--- config.mk ---
export PLATFORM = sky130hd
export DESIGN_NAME = seq_divider_nbit
export DESIGN_NICKNAME = d
export VERILOG_FILES = /design/src/rtl/seq_div_pkg.sv /design/src/rtl/seq_divider_nbit_rcas.sv /design/src/rtl/seq_divider_nbit.sv
export SDC_FILE = /design/constraint.sdc
export NUM_CORES = 1
export LEC_CHECK = 0
export CAP_MARGIN = 40
export CORE_AREA = 10 10 60 62
export CTS_BUF_LIST = sky130_fd_sc_hd__clkbuf_8
export CTS_CLUSTER_DIAMETER = 100
export CTS_CLUSTER_SIZE = 10
export DETAILED_ROUTE_END_ITERATION = 10
export DIE_AREA = 0 0 70 72
export PLACE_DENSITY_LB_ADDON = 0.12
export SETUP_SLACK_MARGIN = 0.4
export SLEW_MARGIN = 20
export SYNTH_ARGS = -nofsm -noshare
export SYNTH_HDL_FRONTEND = slang
export SYNTH_SLANG_ARGS = --single-unit
export TNS_END_PERCENT = 50
--- constraint.sdc ---
create_clock -name clk -period 3.2 [get_ports clk]
set_clock_uncertainty 0.1 [all_clocks]
set_input_delay 0.8 -clock clk [delete_from_list [all_inputs] [get_ports clk]]
set_output_delay 0.8 -clock clk [all_outputs]
set_load 0.02 [all_outputs]
--- src/rtl/seq_div_pkg.sv ---
// Shared types and helpers for the sequential restoring divider.
package seq_div_pkg;

  // Controller states
  typedef enum logic [1:0] {
    IDLE = 2'd0,
    RUN  = 2'd1,
    DONE = 2'd2
  } div_state_e;

  // Iteration counter width: must hold the value n (counts n down to 0)
  function automatic int unsigned cnt_width(input int unsigned n);
    return $clog2(n + 1);
  endfunction

endpackage

--- src/rtl/seq_divider_nbit_rcas.sv ---
// N-bit ripple-carry adder/subtractor. add_sub=1 computes a - b as
// a + ~b + 1; c_out=1 then means no borrow occurred.
module RCAS_Nbit #(
  parameter int N = 4
) (
  input  logic [N-1:0] a,
  input  logic [N-1:0] b,
  input  logic         add_sub,
  output logic [N-1:0] sum,
  output logic         c_out
);

  logic [N:0]   carry;
  logic [N-1:0] b_x;

  // Ripple the carry through one full adder per bit
  always_comb begin
    b_x      = b ^ {N{add_sub}};
    carry    = '0;
    sum      = '0;
    carry[0] = add_sub;
    for (int i = 0; i < N; i++) begin
      sum[i]       = a[i] ^ b_x[i] ^ carry[i];
      carry[i + 1] = (a[i] & b_x[i]) | (carry[i] & (a[i] ^ b_x[i]));
    end
    c_out = carry[N];
  end

endmodule

--- src/rtl/seq_divider_nbit.sv ---
// Sequential N-bit unsigned restoring divider, one quotient bit per clock,
// with a start/busy/done handshake.
// Optional feature macro: SEQ_DIV_DIVZERO_EN (zero-divisor shortcut + flag).
//
// state | meaning
// ------+------------------------------------------------------------
// IDLE  | waiting for start; results from the last operation held
// RUN   | one restoring iteration per cycle, counter N down to 0
// DONE  | done pulse; start here re-enters RUN with no idle cycle
module seq_divider_nbit
  import seq_div_pkg::*;
#(
  parameter int N = 4
) (
  input  logic         clk,
  input  logic         rst,
  input  logic         start,
  input  logic [N-1:0] dividend,
  input  logic [N-1:0] divisor,
  output logic         busy,
  output logic         done,
  output logic [N-1:0] quotient,
  output logic [N-1:0] remainder,
  output logic         div_by_zero
);

  localparam int unsigned CW = cnt_width(N);

  div_state_e state_q, state_d;

  logic [CW-1:0] cnt_q, cnt_d;
  logic [N-1:0]  rem_q, rem_d;       // partial remainder R
  logic [N-1:0]  quo_q, quo_d;       // Q: unconsumed dividend bits + quotient bits
  logic [N-1:0]  dsr_q, dsr_d;       // latched divisor
  logic [N-1:0]  quotient_q, quotient_d;
  logic [N-1:0]  remainder_q, remainder_d;
  logic          busy_q, busy_d;
  logic          done_q, done_d;

`ifdef SEQ_DIV_DIVZERO_EN
  logic          dz_q, dz_d;         // div_by_zero result flag
  logic          dzp_q, dzp_d;       // zero divisor seen at accept
`endif

  logic          accept;
  logic          last_iter;
  logic          finish;
  logic [N:0]    rem_sh;
  logic [N:0]    trial;
  logic          no_borrow;
  logic          trial_msb_unused;
  logic [N-1:0]  rem_step;
  logic [N-1:0]  quo_step;

  // Trial subtraction R_shifted - divisor at N+1 bits
  RCAS_Nbit #(.N(N + 1)) u_rcas (
    .a       (rem_sh),
    .b       ({1'b0, dsr_q}),
    .add_sub (1'b1),
    .sum     (trial),
    .c_out   (no_borrow)
  );

  // The remainder never exceeds N bits, so the trial MSB is never needed
  assign trial_msb_unused = trial[N];

  // One restoring step: shift {R,Q}, keep trial if no borrow, else restore
  always_comb begin
    rem_sh   = {rem_q, quo_q[N-1]};
    rem_step = no_borrow ? trial[N-1:0] : rem_sh[N-1:0];
    quo_step = {quo_q[N-2:0], no_borrow};
  end

  // Handshake and iteration-end decode
  always_comb begin
    accept    = start && ((state_q == IDLE) || (state_q == DONE));
    last_iter = (cnt_q == CW'(1));
`ifdef SEQ_DIV_DIVZERO_EN
    finish    = last_iter || dzp_q;
`else
    finish    = last_iter;
`endif
  end

  // FSM next-state logic
  always_comb begin
    state_d = state_q;
    case (state_q)
      IDLE:    if (start) state_d = RUN;
      RUN:     if (finish) state_d = DONE;
      DONE:    state_d = start ? RUN : IDLE;
      default: state_d = IDLE;
    endcase
  end

  // FSM outputs, registered from the next state so they leave on flops
  always_comb begin
    busy_d = (state_d == RUN);
    done_d = (state_d == DONE);
  end

  // Datapath next-state: operand latch, iteration, result capture
  always_comb begin
    cnt_d       = cnt_q;
    rem_d       = rem_q;
    quo_d       = quo_q;
    dsr_d       = dsr_q;
    quotient_d  = quotient_q;
    remainder_d = remainder_q;
`ifdef SEQ_DIV_DIVZERO_EN
    dz_d        = dz_q;
    dzp_d       = dzp_q;
`endif
    if (accept) begin
      dsr_d = divisor;
      quo_d = dividend;
      rem_d = '0;
      cnt_d = CW'(N);
`ifdef SEQ_DIV_DIVZERO_EN
      dzp_d = (divisor == '0);
`endif
    end else if (state_q == RUN) begin
      rem_d = rem_step;
      quo_d = quo_step;
      cnt_d = cnt_q - CW'(1);
      if (last_iter) begin
        quotient_d  = quo_step;
        remainder_d = rem_step;
`ifdef SEQ_DIV_DIVZERO_EN
        dz_d        = 1'b0;
`endif
      end
`ifdef SEQ_DIV_DIVZERO_EN
      // Zero divisor: Q still holds the untouched dividend
      if (dzp_q) begin
        quotient_d  = '1;
        remainder_d = quo_q;
        dz_d        = 1'b1;
        dzp_d       = 1'b0;
      end
`endif
    end
  end

  // State and datapath registers with asynchronous reset
  always_ff @(posedge clk or posedge rst) begin
    if (rst) begin
      state_q     <= IDLE;
      cnt_q       <= '0;
      rem_q       <= '0;
      quo_q       <= '0;
      dsr_q       <= '0;
      quotient_q  <= '0;
      remainder_q <= '0;
      busy_q      <= 1'b0;
      done_q      <= 1'b0;
`ifdef SEQ_DIV_DIVZERO_EN
      dz_q        <= 1'b0;
      dzp_q       <= 1'b0;
`endif
    end else begin
      state_q     <= state_d;
      cnt_q       <= cnt_d;
      rem_q       <= rem_d;
      quo_q       <= quo_d;
      dsr_q       <= dsr_d;
      quotient_q  <= quotient_d;
      remainder_q <= remainder_d;
      busy_q      <= busy_d;
      done_q      <= done_d;
`ifdef SEQ_DIV_DIVZERO_EN
      dz_q        <= dz_d;
      dzp_q       <= dzp_d;
`endif
    end
  end

  assign busy      = busy_q;
  assign done      = done_q;
  assign quotient  = quotient_q;
  assign remainder = remainder_q;
`ifdef SEQ_DIV_DIVZERO_EN
  assign div_by_zero = dz_q;
`else
  assign div_by_zero = 1'b0;
`endif

endmodule

======== Word level (Yosys, flattened, before mapping) ========
Index checks and enable logic that the tools add are counted.
storage, ports and cells
  register bits ........................... 27
  input port bits ......................... 11
  output and inout bits ................... 11
  logic and storage cells ................. 56
cells by class
  add/sub/neg operators ................... 1
  equality and inequality tests ........... 5
  mux-type cells .......................... 11
  bitwise operators ....................... 25
  reduce and logical (&&, ||, !) cells .... 5
operators by type and width
  operator             count
  $mux 4               5
  $and 1x1->1          9
  $xor 1x1->1          8
  $mux 3               2
  $pmux 2 s3           1
  $not 4->5            1
  $or 1x1->1           5
  $eq 2x1->1 const B   2
  $eq 2x2->1 const B   2
  $mux 2               2
  $eq 3x1->1 const B   1
  $reduce_and 3->1     1
  $sub 3x1->3 const B  1
  $logic_not 2->1      1
  $not 1->1            2
  $reduce_bool 2->1    1
  $logic_and 1x1->1    1
  $logic_or 1x1->1     1
  $mux 1               1

======== Logic depth before layout (Yosys ltp) ========
  depth after elaboration ................. 14
  depth in mapped cells ................... 9
  depth with buffers taken out ............ 8

======== By module ========
A second synthesis with hierarchy kept.
second synthesis, totals
  cells, all modules ...................... 118
  area, all modules ....................... 1322.5 sq um
modules (own cells, without submodules)
  module            instances  cells an instance  area an instance (sq um)  seq. area each (sq um)
  seq_divider_nbit  1          101                1153.6                    675.6
  RCAS_Nbit         1          17                 168.9                     0.0

======== Worst setup path before layout ========
No wires, ideal clock.
  kind .................................... flip-flop to flip-flop
  from .................................... register quo_q[3]
  to ...................................... register remainder_q[1], in the netlist remainder[1]
  library setup time ...................... 0.125 ns
  data arrival time ....................... 2.303 ns
  data required time ...................... 2.975 ns
  slack ................................... 0.672 ns
  cell stages (with the launch flop) ...... 10
  path buffers ............................ 1
  period minus slack after synthesis ...... 2.528 ns
  path through ............................ dfrtp_1 inv_1 ha_1 fa_1 fa_1 fa_1 nor2b_4 buf_6 mux2i_1 mux2_4
on the way
  cells in the longest elaborated chain, start to end .. 11
  elaborated cells on any way between the ends .. 13
  those cells by class .................... mux (1); bitwise (12)
ends and longest elaborated chain
  item                                        line                         source
  start: declaration                          seq_divider_nbit.sv:33       logic [N-1:0] quo_q, quo_d;
  start signal: assignment                    seq_divider_nbit.sv:165      quo_q <= quo_d;
  $and 1x1->1 or $xor 1x1->1 (tied branches)  seq_divider_nbit_rcas.sv:24  carry[i + 1] = (a[i] & b_x[i]) | (carry[i] & (a[i] ^ b_x[i]));
  $or 1x1->1 (*)                              seq_divider_nbit_rcas.sv:24
  $and 1x1->1                                 seq_divider_nbit_rcas.sv:24
  $or 1x1->1                                  seq_divider_nbit_rcas.sv:24
  $and 1x1->1                                 seq_divider_nbit_rcas.sv:24
  $or 1x1->1                                  seq_divider_nbit_rcas.sv:24
  $and 1x1->1                                 seq_divider_nbit_rcas.sv:24
  $or 1x1->1                                  seq_divider_nbit_rcas.sv:24
  $and 1x1->1                                 seq_divider_nbit_rcas.sv:24
  $or 1x1->1                                  seq_divider_nbit_rcas.sv:24
  $mux 4 (*)                                  seq_divider_nbit.sv:70       rem_step = no_borrow ? trial[N-1:0] : rem_sh[N-1:0];
  end signal: assignment                      seq_divider_nbit.sv:168      remainder_q <= remainder_d;
  end: declaration                            seq_divider_nbit.sv:36       logic [N-1:0] remainder_q, remainder_d;
Every way passes the cells marked *; elsewhere a longest branch is shown, timed or not.
A chain may end at the register's enable or synchronous reset.

======== Worst setup path after layout ========
  from .................................... register quo_q[3]
  to ...................................... register remainder_q[2], in the netlist remainder[2]
on the way
  cells in the longest elaborated chain, start to end .. 11
  elaborated cells on any way between the ends .. 13
  those cells by class .................... mux (1); bitwise (12)
ends and longest elaborated chain
  item                                        line
  $and 1x1->1 or $xor 1x1->1 (tied branches)  seq_divider_nbit_rcas.sv:24
  $or 1x1->1 (*)                              seq_divider_nbit_rcas.sv:24
  $and 1x1->1 (*)                             seq_divider_nbit_rcas.sv:24
  $or 1x1->1 (*)                              seq_divider_nbit_rcas.sv:24
  $and 1x1->1                                 seq_divider_nbit_rcas.sv:24
  $or 1x1->1                                  seq_divider_nbit_rcas.sv:24
  $and 1x1->1                                 seq_divider_nbit_rcas.sv:24
  $or 1x1->1                                  seq_divider_nbit_rcas.sv:24
  $and 1x1->1                                 seq_divider_nbit_rcas.sv:24
  $or 1x1->1                                  seq_divider_nbit_rcas.sv:24
  $mux 4 (*)                                  seq_divider_nbit.sv:70
Marks and branches as above.

==> out/qor.csv <==
metric,value,unit
status,"complete, no violations",
initial_utilization,0.533,
synthCells,109,
postCtsSetupRepairBufs,0,
r2r-start,quo_q[3]$_DFFE_PP0P_,
max-slew-margin-rel,0.599,
gp_congestion,0.742,
startpoint_type,register,
power_frac_comb,0.526,
swShare,0.391,
synth_cell_types,31,
irDropWorstVdd,0.000539,V
ys_seq_area_frac,0.521,
dpl.hpwl,1840,um
cellInternalPower,1.04,mW
pwr-share-clk,0.111,
cts_resized,0,
clock.fmax,0.389,GHz
dieArea,0.00504,mm^2
clk_pin_slew,90,ps
hp-class,reg2reg,
ys_warn_count,0,
via_per_inst,5.39,
drc_errors,0,
setup_viol,0,
powerDensity,1120,mW/mm^2
clk_path_buf_depth,2,
worstHoldStart,dsr_q[0]$_DFFE_PP0P_,
dr.pass1.iters,4,
cts_tree,yes,
critPathCaptureType,register,
final_cell_area,0.00153,mm^2
cts.sinks,27,
worstMarginPinSlew,601,ps
cts-htree-levels,1,
startpoint,quo_q[3]$_DFFE_PP0P_,
grt_start_max_net_pins,28,
synth_fp_nets,126,
syn_to_final_growth,17.9,%
clk_latency,270,ps
fin_crit,2570,ps
grt.overflow.total,0,
required,3270,ps
fill_cells,206,
cts_hold_buf,0,
grt_pass1_wl,4480,um
grt_pass1_vias,918,
final_layout_size_suffix_gt1_frac,0.110,
cts_root_buf,clkbuf_8,
numCtsBuffers,3,
post-route-period-util,0.804,
crit_type,reg2reg,
io_pins,22,
setup_tns,0,ps
ys_ff_latch,27,
first_iter_violations,68,
net-switching-power,0.670,mW
fp.coreArea,0.00243,mm^2
hold_viol,0,
seqPwrFrac,0.363,
post_synth.cell_area_avg,11.9,um^2
rows,18,
leakagePower,0.703,nW
die_height,72,um
arrival,2640,ps
antenna_found_initial,0,
ant_nets,0,
dpl-instance-area,0.00148,mm^2
vias,847,
wire_per_inst,16.1,um
io_buffers,20,
maxSlewViolCount,0,
diodes,0,
cp_max_fo,8,
grt_util_all_layers,0.106,
die_w,70,um
layout.nets,145,
wirelength,2530,um
synth_area,0.00130,mm^2
rsz0062_at_grt,false,
max_cap_violations,0,
## worst max-delay path, stage by stage (launching register included)
cell	delay (ps)
dfrtp_1	340
inv_1	60
ha_1	210
fa_1	370
fa_1	390
fa_1	400
nor2b_4	180
mux2i_1	150
mux2_2	280
## Yosys cell counts
cell,n,area (um^2)
nor3_1,1,5.00
fa_1,3,60.1
nor2_1,4,15.0
nor4bb_1,1,10.0
o21ai_0,4,20.0
nand2b_1,2,12.5
nand3_1,3,15.0
dfrtp_1,27,676
ha_1,3,37.5
and4bb_1,1,12.5
a22oi_1,2,15.0
mux2_2,1,11.3
or2_2,1,6.26
inv_1,7,26.3
buf_2,2,10.0
mux2_4,5,75.1
nor2b_4,1,13.8
a21oi_1,3,15.0
nand2_1,15,56.3
conb_1,1,3.75
and2b_1,2,15.0
buf_4,2,15.0
a22o_1,3,26.3
and3_1,1,6.26
nor2_4,1,11.3
o2bb2ai_1,2,17.5
nor2b_2,1,8.76
mux2i_1,4,40.0
a221o_1,2,20.0
buf_6,3,33.8
a31oi_1,1,6.26
## worst paths after layout
path,end,slack (ps),cells past startpoint
max in group asynchronous,quo_q[3]$_DFFE_PP0P_,1980,3
hold reg to reg,dsr_q[0]$_DFFE_PP0P_,390,2
setup / recovery,remainder[2]$_DFFE_PP0P_,630,8
hold / removal,dsr_q[0]$_DFFE_PP0P_,390,2
setup reg to reg,remainder[2]$_DFFE_PP0P_,630,8
min in group asynchronous,cnt_q[1]$_DFFE_PP0P_,770,3
## per-layer routing
metal	track usage	vias to the layer above	share of wire
li1	-	401	-
met1	0.131	424	0.44
met2	0.170	17	0.50
met3	0.0245	5	0.043
met4	0.0526	0	0.021
met5	0	-	0
## sequential cells by signal, indices dropped and copies added (netlist names)
signal,flops
busy,1
cnt_q,3
done,1
dsr_q,4
quo_q,4
quotient,4
rem_q,4
remainder,4
state_q,2
## power groups by stage
| stage | Clock, mW | Combinational (mW) | Sequential (mW) |
|---|---|---|---|
| floorplan | 0 | 0.632 | 0.673 |
| global placement | 0 | 0.884 | 0.618 |
| detailed placement | 0 | 0.904 | 0.629 |
| CTS | 0.199 | 0.913 | 0.621 |
| global route | 0.209 | 1.02 | 0.648 |
| finish | 0.190 | 0.901 | 0.621 |
## stage by stage
stage / hold slack, ps / utilization / cells / power, mW / setup slack (ps)
2_1_floorplan: 331 / - / 109 / 1.30 / 672
3_3_place_gp: 364 / 0.610 / 153 / 1.50 / 668
3_5_place_dp: 372 / 0.610 / 153 / 1.53 / 631
4_1_cts: 393 / 0.628 / 157 / 1.73 / 616
5_1_grt: 431 / 0.628 / 157 / 1.87 / 523
6_report: 392 / 0.628 / 157 / 1.71 / 628
## cell usage in the layout (no fill, tap or decap), drive strengths merged
master and count:
ha 3, dfrtp 27, nor3 1, nor4bb 1
clkbuf 3, nor2b 2, a21oi 3, fa 3
and4bb 1, and3 1, clkdlybuf4s50 20, conb 1
inv 8, a221o 2, mux2i 4, and2b 2
or2 1, o21ai 4, a22o 3, a22oi 2
nand2b 2, nor2 5, nand2 15, nand3 3
o2bb2ai 2, mux2 6, a31oi 1, buf 1
## area by class of cell
class                           instances  area, um^2  share of cell area
Sequential cell                        27         676               0.442
Multi-Input combinational cell         68         536               0.351
Timing Repair Buffer                   21         208               0.136
Clock buffer                            3        41.3              0.0270
Tap cell                               30        37.5              0.0246
Inverter                                7        26.3              0.0172
Clock inverter                          1        3.75             0.00246
## cells by family (layout without fill, tap and decap cells)
group,after synthesis,in the layout,share of synthesized area
AND/OR/NAND/NOR,34,34,0.145
flip-flops,27,27,0.521
AO/OA/AOI/OAI,17,17,0.0927
buffers and inverters,14,32,0.0656
multiplexers,10,10,0.0975
adder cells (fa/ha/maj),6,6,0.0753
other,1,1,0.00289
Note: power is estimated with default switching activity, not from simulation.
